`src/rtl/lsu_pkg.sv`:
```
// lsu_pkg: shared definitions for the load/store unit.
//   - funct3 encodings for byte/half/word accesses
//   - sequencer state enum
//   - byte-enable constants and store-side helper functions
package lsu_pkg;

    localparam logic [2:0] F3_B  = 3'b000;
    localparam logic [2:0] F3_H  = 3'b001;
    localparam logic [2:0] F3_W  = 3'b010;
    localparam logic [2:0] F3_BU = 3'b100;
    localparam logic [2:0] F3_HU = 3'b101;

    localparam logic [3:0] MASK_NONE = 4'b0000;
    localparam logic [3:0] MASK_B    = 4'b0001;
    localparam logic [3:0] MASK_H    = 4'b0011;
    localparam logic [3:0] MASK_W    = 4'b1111;

    typedef enum logic [1:0] {
        IDLE  = 2'd0,
        ISSUE = 2'd1,
        LOAD  = 2'd2,
        RESP  = 2'd3
    } lsu_state_e;

    typedef enum logic [1:0] {
        SZ_B = 2'd0,
        SZ_H = 2'd1,
        SZ_W = 2'd2
    } lsu_size_e;

    // Access size only depends on funct3[1:0]; any encoding with bit 1 set
    // (W, and the undefined 011/110/111) is a full word.
    function automatic lsu_size_e f3_size(input logic [1:0] f3_lo);
        case (f3_lo)
            2'b00:   return SZ_B;
            2'b01:   return SZ_H;
            default: return SZ_W;
        endcase
    endfunction

    function automatic logic [3:0] store_mask(input lsu_size_e sz, input logic [1:0] off);
        case (sz)
            SZ_B:    return MASK_B << off;
            SZ_H:    return MASK_H << {off[1], 1'b0};
            default: return MASK_W;
        endcase
    endfunction

    // Replicate the store value across every lane it could land in, so the
    // byte mask alone selects the target bytes.
    function automatic logic [31:0] store_data(input lsu_size_e sz, input logic [31:0] wdata);
        case (sz)
            SZ_B:    return {4{wdata[7:0]}};
            SZ_H:    return {2{wdata[15:0]}};
            default: return wdata;
        endcase
    endfunction

    function automatic logic misaligned(input lsu_size_e sz, input logic [1:0] off);
        case (sz)
            SZ_H:    return off[0];
            SZ_W:    return off != 2'b00;
            default: return 1'b0;
        endcase
    endfunction

endpackage

```
`src/rtl/lsu_load_align.sv`:
```
// lsu_load_align: combinational read-data alignment.
//   rdata_i  [31:0]  raw word from the memory
//   off_i    [1:0]   byte offset of the access within the word
//   funct3_i [2:0]   size/sign of the load
//   result_o [31:0]  selected byte/half, sign- or zero-extended; full word otherwise
module lsu_load_align
    import lsu_pkg::*;
(
    input  logic [31:0] rdata_i,
    input  logic [1:0]  off_i,
    input  logic [2:0]  funct3_i,
    output logic [31:0] result_o
);

    logic [7:0]  byte_sel;
    logic [15:0] half_sel;

    always_comb begin
        case (off_i)
            2'd0:    byte_sel = rdata_i[7:0];
            2'd1:    byte_sel = rdata_i[15:8];
            2'd2:    byte_sel = rdata_i[23:16];
            default: byte_sel = rdata_i[31:24];
        endcase
        // Halves ignore off_i[0]; a misaligned half is force-aligned.
        half_sel = off_i[1] ? rdata_i[31:16] : rdata_i[15:0];

        case (funct3_i)
            F3_B:    result_o = {{24{byte_sel[7]}}, byte_sel};
            F3_BU:   result_o = {24'b0, byte_sel};
            F3_H:    result_o = {{16{half_sel[15]}}, half_sel};
            F3_HU:   result_o = {16'b0, half_sel};
            F3_W:    result_o = rdata_i;
            default: result_o = rdata_i;
        endcase
    end

endmodule

```
`src/rtl/load_store_unit.sv`:
```
// load_store_unit: sequences one byte/half/word load or store from the core
// into a single-cycle access on a word-addressed data memory.
//   Core side   : req_valid/req_ready handshake, req_we, req_funct3, req_addr,
//                 req_wdata; single-cycle resp_valid with resp_rdata/resp_err.
//   Memory side : mem_request strobe, mem_we_re, mem_address (word index),
//                 mem_data_in (lane-replicated), mem_mask, mem_data_out (read
//                 data registered by the memory one edge after the strobe).
// Optional feature: MISALIGN_TRAP_EN -- misaligned H/W requests skip the
// memory and respond with resp_err=1. Undefined: accesses are force-aligned
// and resp_err is tied low.
module load_store_unit
    import lsu_pkg::*;
#(
    parameter int ADDR_W = 8
) (
    input  logic              clk,
    input  logic              rst,
    input  logic              req_valid,
    output logic              req_ready,
    input  logic              req_we,
    input  logic [2:0]        req_funct3,
    input  logic [31:0]       req_addr,
    input  logic [31:0]       req_wdata,
    output logic              resp_valid,
    output logic [31:0]       resp_rdata,
    output logic              resp_err,
    output logic              mem_request,
    output logic              mem_we_re,
    output logic [ADDR_W-1:0] mem_address,
    output logic [31:0]       mem_data_in,
    output logic [3:0]        mem_mask,
    input  logic [31:0]       mem_data_out
);

    lsu_state_e        state_q, state_d;
    logic              we_q, we_d;
    logic [2:0]        f3_q, f3_d;
    logic [1:0]        off_q, off_d;

    logic              mem_request_q, mem_request_d;
    logic              mem_we_re_q, mem_we_re_d;
    logic [ADDR_W-1:0] mem_address_q, mem_address_d;
    logic [31:0]       mem_data_in_q, mem_data_in_d;
    logic [3:0]        mem_mask_q, mem_mask_d;
    logic              resp_valid_q, resp_valid_d;
    logic [31:0]       resp_rdata_q, resp_rdata_d;

    lsu_size_e         req_size;
    logic [31:0]       align_result;

    // Address bits above the memory's range are dropped: accesses wrap.
    logic              unused_addr_hi;
    assign unused_addr_hi = ^req_addr[31:ADDR_W+2];

    lsu_load_align u_align (
        .rdata_i  (mem_data_out),
        .off_i    (off_q),
        .funct3_i (f3_q),
        .result_o (align_result)
    );

`ifdef MISALIGN_TRAP_EN
    logic resp_err_q, resp_err_d;
`endif

    assign req_size = f3_size(req_funct3[1:0]);

    always_comb begin
        state_d       = state_q;
        we_d          = we_q;
        f3_d          = f3_q;
        off_d         = off_q;
        mem_request_d = 1'b0;
        mem_we_re_d   = mem_we_re_q;
        mem_address_d = mem_address_q;
        mem_data_in_d = mem_data_in_q;
        mem_mask_d    = mem_mask_q;
        resp_valid_d  = 1'b0;
        resp_rdata_d  = '0;
`ifdef MISALIGN_TRAP_EN
        resp_err_d    = 1'b0;
`endif

        case (state_q)
            IDLE: begin
                if (req_valid) begin
                    we_d  = req_we;
                    f3_d  = req_funct3;
                    off_d = req_addr[1:0];
`ifdef MISALIGN_TRAP_EN
                    if (misaligned(req_size, req_addr[1:0])) begin
                        state_d      = RESP;
                        resp_valid_d = 1'b1;
                        resp_err_d   = 1'b1;
                    end else
`endif
                    begin
                        // Memory-side outputs are registered here so they
                        // are stable for the whole ISSUE cycle.
                        state_d       = ISSUE;
                        mem_request_d = 1'b1;
                        mem_we_re_d   = req_we;
                        mem_address_d = req_addr[ADDR_W+1:2];
                        mem_mask_d    = req_we ? store_mask(req_size, req_addr[1:0]) : MASK_NONE;
                        mem_data_in_d = req_we ? store_data(req_size, req_wdata) : '0;
                    end
                end
            end
            ISSUE: begin
                if (we_q) begin
                    state_d      = RESP;
                    resp_valid_d = 1'b1;
                end else begin
                    state_d = LOAD;
                end
            end
            LOAD: begin
                // Memory registered the read at the end of ISSUE.
                state_d      = RESP;
                resp_valid_d = 1'b1;
                resp_rdata_d = align_result;
            end
            RESP: begin
                state_d = IDLE;
            end
            default: begin
                state_d = IDLE;
            end
        endcase
    end

    always_ff @(posedge clk or posedge rst) begin
        if (rst) begin
            state_q       <= IDLE;
            we_q          <= 1'b0;
            f3_q          <= 3'b0;
            off_q         <= 2'b0;
            mem_request_q <= 1'b0;
            mem_we_re_q   <= 1'b0;
            mem_address_q <= '0;
            mem_data_in_q <= '0;
            mem_mask_q    <= '0;
            resp_valid_q  <= 1'b0;
            resp_rdata_q  <= '0;
        end else begin
            state_q       <= state_d;
            we_q          <= we_d;
            f3_q          <= f3_d;
            off_q         <= off_d;
            mem_request_q <= mem_request_d;
            mem_we_re_q   <= mem_we_re_d;
            mem_address_q <= mem_address_d;
            mem_data_in_q <= mem_data_in_d;
            mem_mask_q    <= mem_mask_d;
            resp_valid_q  <= resp_valid_d;
            resp_rdata_q  <= resp_rdata_d;
        end
    end

`ifdef MISALIGN_TRAP_EN
    always_ff @(posedge clk or posedge rst) begin
        if (rst) resp_err_q <= 1'b0;
        else     resp_err_q <= resp_err_d;
    end
    assign resp_err = resp_err_q;
`else
    assign resp_err = 1'b0;
`endif

    assign req_ready   = (state_q == IDLE);
    assign mem_request = mem_request_q;
    assign mem_we_re   = mem_we_re_q;
    assign mem_address = mem_address_q;
    assign mem_data_in = mem_data_in_q;
    assign mem_mask    = mem_mask_q;
    assign resp_valid  = resp_valid_q;
    assign resp_rdata  = resp_rdata_q;

endmodule

```
`config.mk`:
```
export PLATFORM = sky130hd
export DESIGN_NAME = load_store_unit
export DESIGN_NICKNAME = d
export VERILOG_FILES = /design/src/rtl/lsu_pkg.sv /design/src/rtl/lsu_load_align.sv /design/src/rtl/load_store_unit.sv
export SDC_FILE = /design/constraint.sdc
export NUM_CORES = 1
export LEC_CHECK = 0
export BUFFER_PORTS_ARGS = -buffer_cell sky130_fd_sc_hd__buf_2
export CORE_ASPECT_RATIO = 0.7
export CORE_MARGIN = 2
export CORE_UTILIZATION = 53
export CTS_BUF_LIST = sky130_fd_sc_hd__clkbuf_8
export DETAILED_ROUTE_END_ITERATION = 8
export PLACE_DENSITY = 0.87
export SETUP_SLACK_MARGIN = 0.15
export SYNTH_ARGS = -nofsm -noshare
export SYNTH_HDL_FRONTEND = slang
export SYNTH_HIERARCHICAL = 1
export SYNTH_SLANG_ARGS = --single-unit
```
`constraint.sdc`:
```
create_clock -name clk -period 3.4 [get_ports clk]
set_input_delay 0 -clock clk [delete_from_list [all_inputs] [get_ports clk]]
set_output_delay 0 -clock clk [all_outputs]
set_load 0.05 [all_outputs]
```
==> impl_metrics.yaml, run 1 <==
route:
  drc: 0
  num_vias: 4253
  first_pass_iters: 5
  viasPerCell: 5.69
  wl_um: 12800
  post_drt_wl_per_cell_um: 17.2
  drtAntennaViolNets: 0
  drt_iter0_drc: 449
pwr:
  swShare_pct: 53.8
  p_int_mw: 2.72
  combinationalPowerShare_pct: 58.1
  p_per_area_nw_per_um2: 1020
  pwr-share-clk_pct: 12.5
  leakage_nw: 3.02
  p_seq_share_pct: 29.3
  switchingPower_mw: 3.17
  max-vdd-ir-drop_v: 0.000680
placed_design:
  io_buffers: 160
  globalplace.congestion: 0.901
  dp_hpwl_um: 8290
synthesis:
  yosysMostFrequentCell: "nand2_1"
  synthCells: 455
  synth_top_cell_by_area: "dfrtp_1"
  avgSynthCellArea_um2: 9.57
  netlist_top_cells_area: "dfrtp_1, nand2_1, and2_1, mux4_1, nor2_1"
  synth-edff-count: 0
  synth_top_cell_area_share_pct: 49.4
  synth_cell_types: 36
  synth_nets: 561
  ys.warnings.count: 6
  ys_seq_elements: 86
  synth_top_cells_by_count: "nand2_1, dfrtp_1, nor2_1"
  synth_async_sr_flop_share_pct: 100
  ys.flop_type: "dfrtp_1"
  synth.yosys.seq_area_share_pct: 49.4
  syn_area_um2: 4350
clock_network:
  h-tree-depth: 3
  cts_tree: "yes"
  cts_num_sinks: 86
  cts_root_buffer: "clkbuf_8"
  clkLatencyLatePin_ps: 360
  cts_setup_buffers: 0
  path_clk_slew_ps: 90
  post_cts_resized: 0
  clockBufferDepth: 2
  ctsHoldBuffers: 48
  cts_made_buffers: 9
final_layout:
  multi_input_area_um2: 1930
  nets: 747
  insertedDiodeCount: 0
  drive_gt1_share_pct: 29.4
  fillers: 583
  area_growth_pct: 32.8
  register_area_um2: 2150
setup_path:
  cp_max_fo: 27
  critPathCaptureType: "register"
  startpoint_type: "register"
  cp.required_ps: 3690
  cp.arrival_ps: 2630
  critPathKind: "register to register"
sta:
  worstMarginPinSlew_ps: 990
  fin_crit_ps: 2340
  fin_crit_sh_pct: 68.9
  final_max_slew_viol_count: 0
  whs_ps: 20.3
  slew_headroom_pct: 34.0
  hold_viol: 0
  finClkSkew_ps: 14.2
  tns_ps: 0
  rsz0062_at_grt: "no"
  max_freq_ghz: 0.427
  setup_viol: 0
run_status:
  outcome: "completed"
job:
  cap_viol_max_count: 0
global_route:
  grt_usage_pct: 29.6
  first_global_vias: 4101
  grt.overflow.total: 0
  grt_max_degree: 61
  antenna_found_initial: 0
  grt_pass1_wl_um: 20700
floorplanning:
  die_height_um: 79.8
  die_w_um: 112
  dieArea_um2: 8970
  io_pins: 184
  core_um2: 7910
  rows: 27
  initial_core_util_pct: 55.1
min_path:
  min_path_type: "input port to register"
-- layer usage --
metal	global-route usage, %	routed length, um	vias up	part of all wire, %
li1	-	-	1932	-
met1	40.3	5380	2026	42
met2	47.0	6000	263	47
met3	7.14	1160	32	9.1
met4	10.1	308	0	2.4
met5	0	0	-	0
-- cell usage in the layout (no fill, tap or decap), types with 2 or more instances in the layout --
| master | Yosys | layout |
|---|---|---|
| and2_1 | 32 | 32 |
| o221ai_1 | 3 | 3 |
| nand2_1 | 89 | 89 |
| o221ai_2 | 4 | 4 |
| inv_1 | 14 | 13 |
| o22ai_1 | 16 | 16 |
| dfrtp_1 | 86 | 86 |
| dlygate4sd3_1 | 0 | 48 |
| clkinv_4 | 0 | 3 |
| a221oi_1 | 2 | 2 |
| nand2b_1 | 2 | 2 |
| nor2b_1 | 19 | 19 |
| clkinvlp_4 | 0 | 2 |
| o31ai_1 | 17 | 17 |
| ha_1 | 3 | 3 |
| nand3_1 | 8 | 8 |
| mux2_4 | 2 | 2 |
| mux2i_1 | 10 | 10 |
| clkbuf_8 | 0 | 10 |
| buf_2 | 13 | 160 |
| inv_2 | 2 | 2 |
| nor2_1 | 35 | 35 |
| mux4_1 | 7 | 7 |
| o21ai_0 | 24 | 24 |
| a211oi_1 | 8 | 8 |
| buf_4 | 3 | 2 |
| a311oi_1 | 7 | 7 |
| a21oi_1 | 21 | 21 |
-- per-stage QoR --
stage | util, % | setup slack [ps] | cell area, um^2 | cells | power (mW)
2_1_floorplan | - | 1180 | 4350 | 455 | 4.40
3_3_place_gp | 64.4 | 1230 | 5090 | 683 | 5.00
3_5_place_dp | 64.4 | 1160 | 5090 | 683 | 5.07
4_1_cts | 73.1 | 1130 | 5780 | 747 | 5.87
5_1_grt | 73.1 | 811 | 5780 | 747 | 6.22
6_report | 73.1 | 1060 | 5780 | 747 | 5.89
-- logic make-up (layout without fill, tap and decap cells) --
kind of cell | count (synthesis) | after routing | synth area share [%]
other | 1 | 1 | 0.0861
AOI/OAI and AO/OA | 105 | 105 | 16.5
adders and majority gates | 3 | 3 | 0.862
buffers and inverters | 52 | 243 | 6.15
DFF | 86 | 86 | 49.4
and+or+nand+nor | 189 | 189 | 19.8
muxes | 19 | 19 | 7.21
-- worst paths after layout --
kind,start,to,slack (ps),cells past startpoint
worst max-delay path,f3_q[1]$_DFFE_PP0P_,resp_rdata[28]$_DFF_PP0_,1060,4
worst min-delay path,mem_data_out[13],resp_rdata[13]$_DFF_PP0_,20,4
worst max register to register,f3_q[1]$_DFFE_PP0P_,resp_rdata[28]$_DFF_PP0_,1060,4
worst min register to register,mem_data_in[28]$_DFFE_PP0P_,mem_data_in[28]$_DFFE_PP0P_,480,2
max in group asynchronous,rst,mem_address[2]$_DFFE_PP0P_,2080,4
min in group asynchronous,rst,resp_rdata[31]$_DFF_PP0_,380,3
-- critical path: stages, from the launching register on --
cell	delay [ps]
dfrtp_1	620
clkinv_1	720
o31a_1	520
o22ai_1	240
and2_1	160
-- layout make-up --
cell class	instances	share of cell area, %
sequential	86	37.2
inverter	17	1.13
tap	101	2.19
clock buffer	10	2.38
clock inverter	6	1.23
multi-input combinational	317	33.4
timing repair buffer	210	22.4
-- power by group through the flow --
stage | clock network [mW] | logic [mW] | registers (mW)
5_1_grt | 0.790 | 3.65 | 1.79
3_3_place_gp | 0 | 3.28 | 1.72
4_1_cts | 0.755 | 3.39 | 1.72
6_report | 0.739 | 3.43 | 1.73
3_5_place_dp | 0 | 3.34 | 1.73
2_1_floorplan | 0 | 1.35 | 3.05
-- flip-flops by register name, summed over array words and instances, names as in the netlist --
name,flops
mem_we_re,1
mem_address,8
mem_request,1
state_q,2
resp_valid,1
f3_q,3
mem_mask,4
off_q,2
mem_data_in,32
resp_rdata,32
No activity file was read; power rests on OpenSTA's default activity.
==> inputs of run 2 (changes only) <==
- CORE_UTILIZATION: 53 -> 50
- PLACE_DENSITY: 0.87 -> 0.83
- clock period: 3.4 -> 2.4 ns (I/O delays scaled with it)
==> run 2 against run 1 <==
Sequential power up 39%. First-iteration DRC count down 27%. Fmax up 15%. Combinational power up 47%. Register-to-register slack worse by 700 ps. Worst hold slack better by 13 ps. Cell count up 4.4%. Clock skew down 0.77 ps. Critical path depth up 1. Via count down 0.40%. Routed wire length up 3.7%. Critical endpoint is now resp_rdata[17]$_DFF_PP0_. Largest cell class unchanged.
==> impl_metrics.yaml, run 2 (same netlist as run 1, synthesis figures left out) <==
sta:
  setup_viol: 0
  whs_ps: 33.7
  fin_crit_ps: 2040
  slew_headroom_pct: 46.0
  worstMarginPinSlew_ps: 809
  final_max_slew_viol_count: 0
  hold_viol: 0
  max_freq_ghz: 0.489
  rsz0062_at_grt: "no"
  fin_crit_sh_pct: 85.2
  fin_ws_ps: 355
  finClkSkew_ps: 13.4
  tns_ps: 0
clock_network:
  cts_num_sinks: 86
  cts_made_buffers: 9
  h-tree-depth: 3
  cts_root_buffer: "clkbuf_8"
  clockBufferDepth: 2
  clkLatencyLatePin_ps: 360
  cts_tree: "yes"
  cts_setup_buffers: 0
  path_clk_slew_ps: 90
placed_design:
  dp_slack_ps: 413
  dp_hpwl_um: 8960
  dpl.cell_count: 716
  io_buffers: 160
  placed_area_um2: 5230
  globalplace.congestion: 0.856
floorplanning:
  io_pins: 184
  die_height_um: 82.1
  die_w_um: 116
  core_um2: 8440
  initial_core_util_pct: 51.6
  dieArea_um2: 9480
  rows: 28
setup_path:
  r2r_start: "off_q[1]$_DFFE_PP0P_"
  worst-r2r-cell-count: 5
  cp.required_ps: 2640
  critPathCaptureType: "register"
  timing.rr.end: "resp_rdata[17]$_DFF_PP0_"
  r2r_slack_ps: 360
  cp_max_fo: 21
  cp.arrival_ps: 2280
  critPathKind: "register to register"
  startpoint_type: "register"
  crit_path_start: "off_q[1]$_DFFE_PP0P_"
route:
  drc: 0
  drtAntennaViolNets: 0
  first_pass_iters: 5
  wl_um: 13300
  drt_iter0_drc: 326
  viasPerCell: 5.43
  num_vias: 4236
  post_drt_wl_per_cell_um: 17.1
global_route:
  grt.overflow.total: 0
  grt_max_degree: 61
  grt_usage_pct: 28.8
  first_global_vias: 4131
  grt_pass1_wl_um: 20700
  antenna_found_initial: 0
min_path:
  min_path_cells: 4
  whs_endpoint: "resp_rdata[6]$_DFF_PP0_"
  worstHoldStart: "mem_data_out[22]"
  min_path_type: "input port to register"
final_layout:
  insertedDiodeCount: 0
  instances_no_fill: 780
  drive_gt1_share_pct: 30.5
  final_common_cell: "buf_2"
  final_area_um2: 5890
  nets: 762
  layout_common_cells: "buf_2, nand2_1, dfrtp_1"
  multi_input_area_um2: 1930
  fillers: 655
  fin_util_pct: 69.8
  area_growth_pct: 35.3
  register_area_um2: 2150
pwr:
  leakage_nw: 3.09
  p_per_area_nw_per_um2: 1420
  max-vdd-ir-drop_v: 0.000830
  total_power_mw: 8.37
run_status:
  outcome: "completed"
job:
  cap_viol_max_count: 0
run 2: critical path, cell delays in order, from the launching register on:
cell	delay, ps
dfrtp_1	850
nor2_1	160
a22oi_4	370
buf_4	290
o22ai_1	90
and2_1	170
run 2: what timing repair did:
item,CTS,global route
endpoints found under the setup margin,0,0
endpoints found under the hold margin,96,0
hold buffers,49,0
resized for setup,0,0
run 2: cell type report:
cell class | instances | area share (%)
well taps | 120 | 2.55
multi-input cells | 317 | 32.8
inverters | 17 | 1.10
flip-flops and latches | 86 | 36.5
clock buffers | 10 | 2.34
clock inverters | 5 | 0.489
repair buffers | 225 | 24.2
run 2: power by group:
group	internal [mW]	switching (mW)	leakage, nW
Sequential	2.06	0.355	1.13
Clock	0.392	0.518	0.0907
Combinational	1.40	3.65	1.87
Total	3.84	4.53	3.09
run 2: worst max path at each step:
stage                     cells past startpoint                        to
after detailed placement                      5   resp_rdata[8]$_DFF_PP0_
after global placement                        4   resp_rdata[5]$_DFF_PP0_
final                                         5  resp_rdata[17]$_DFF_PP0_
after floorplan                               1       f3_q[0]$_DFFE_PP0P_
after CTS                                     5  resp_rdata[28]$_DFF_PP0_
after global routing                          4   resp_rdata[5]$_DFF_PP0_
run 2: layer usage:
layer	GRT usage (%)	wire length (um)	vias up	part of all wire, %
met2	44.9	6370	209	48
met3	7.16	1090	37	8.2
met1	38.3	5510	2032	41
li1	-	-	1958	-
met4	12.9	344	0	2.6
met5	0	0	-	0
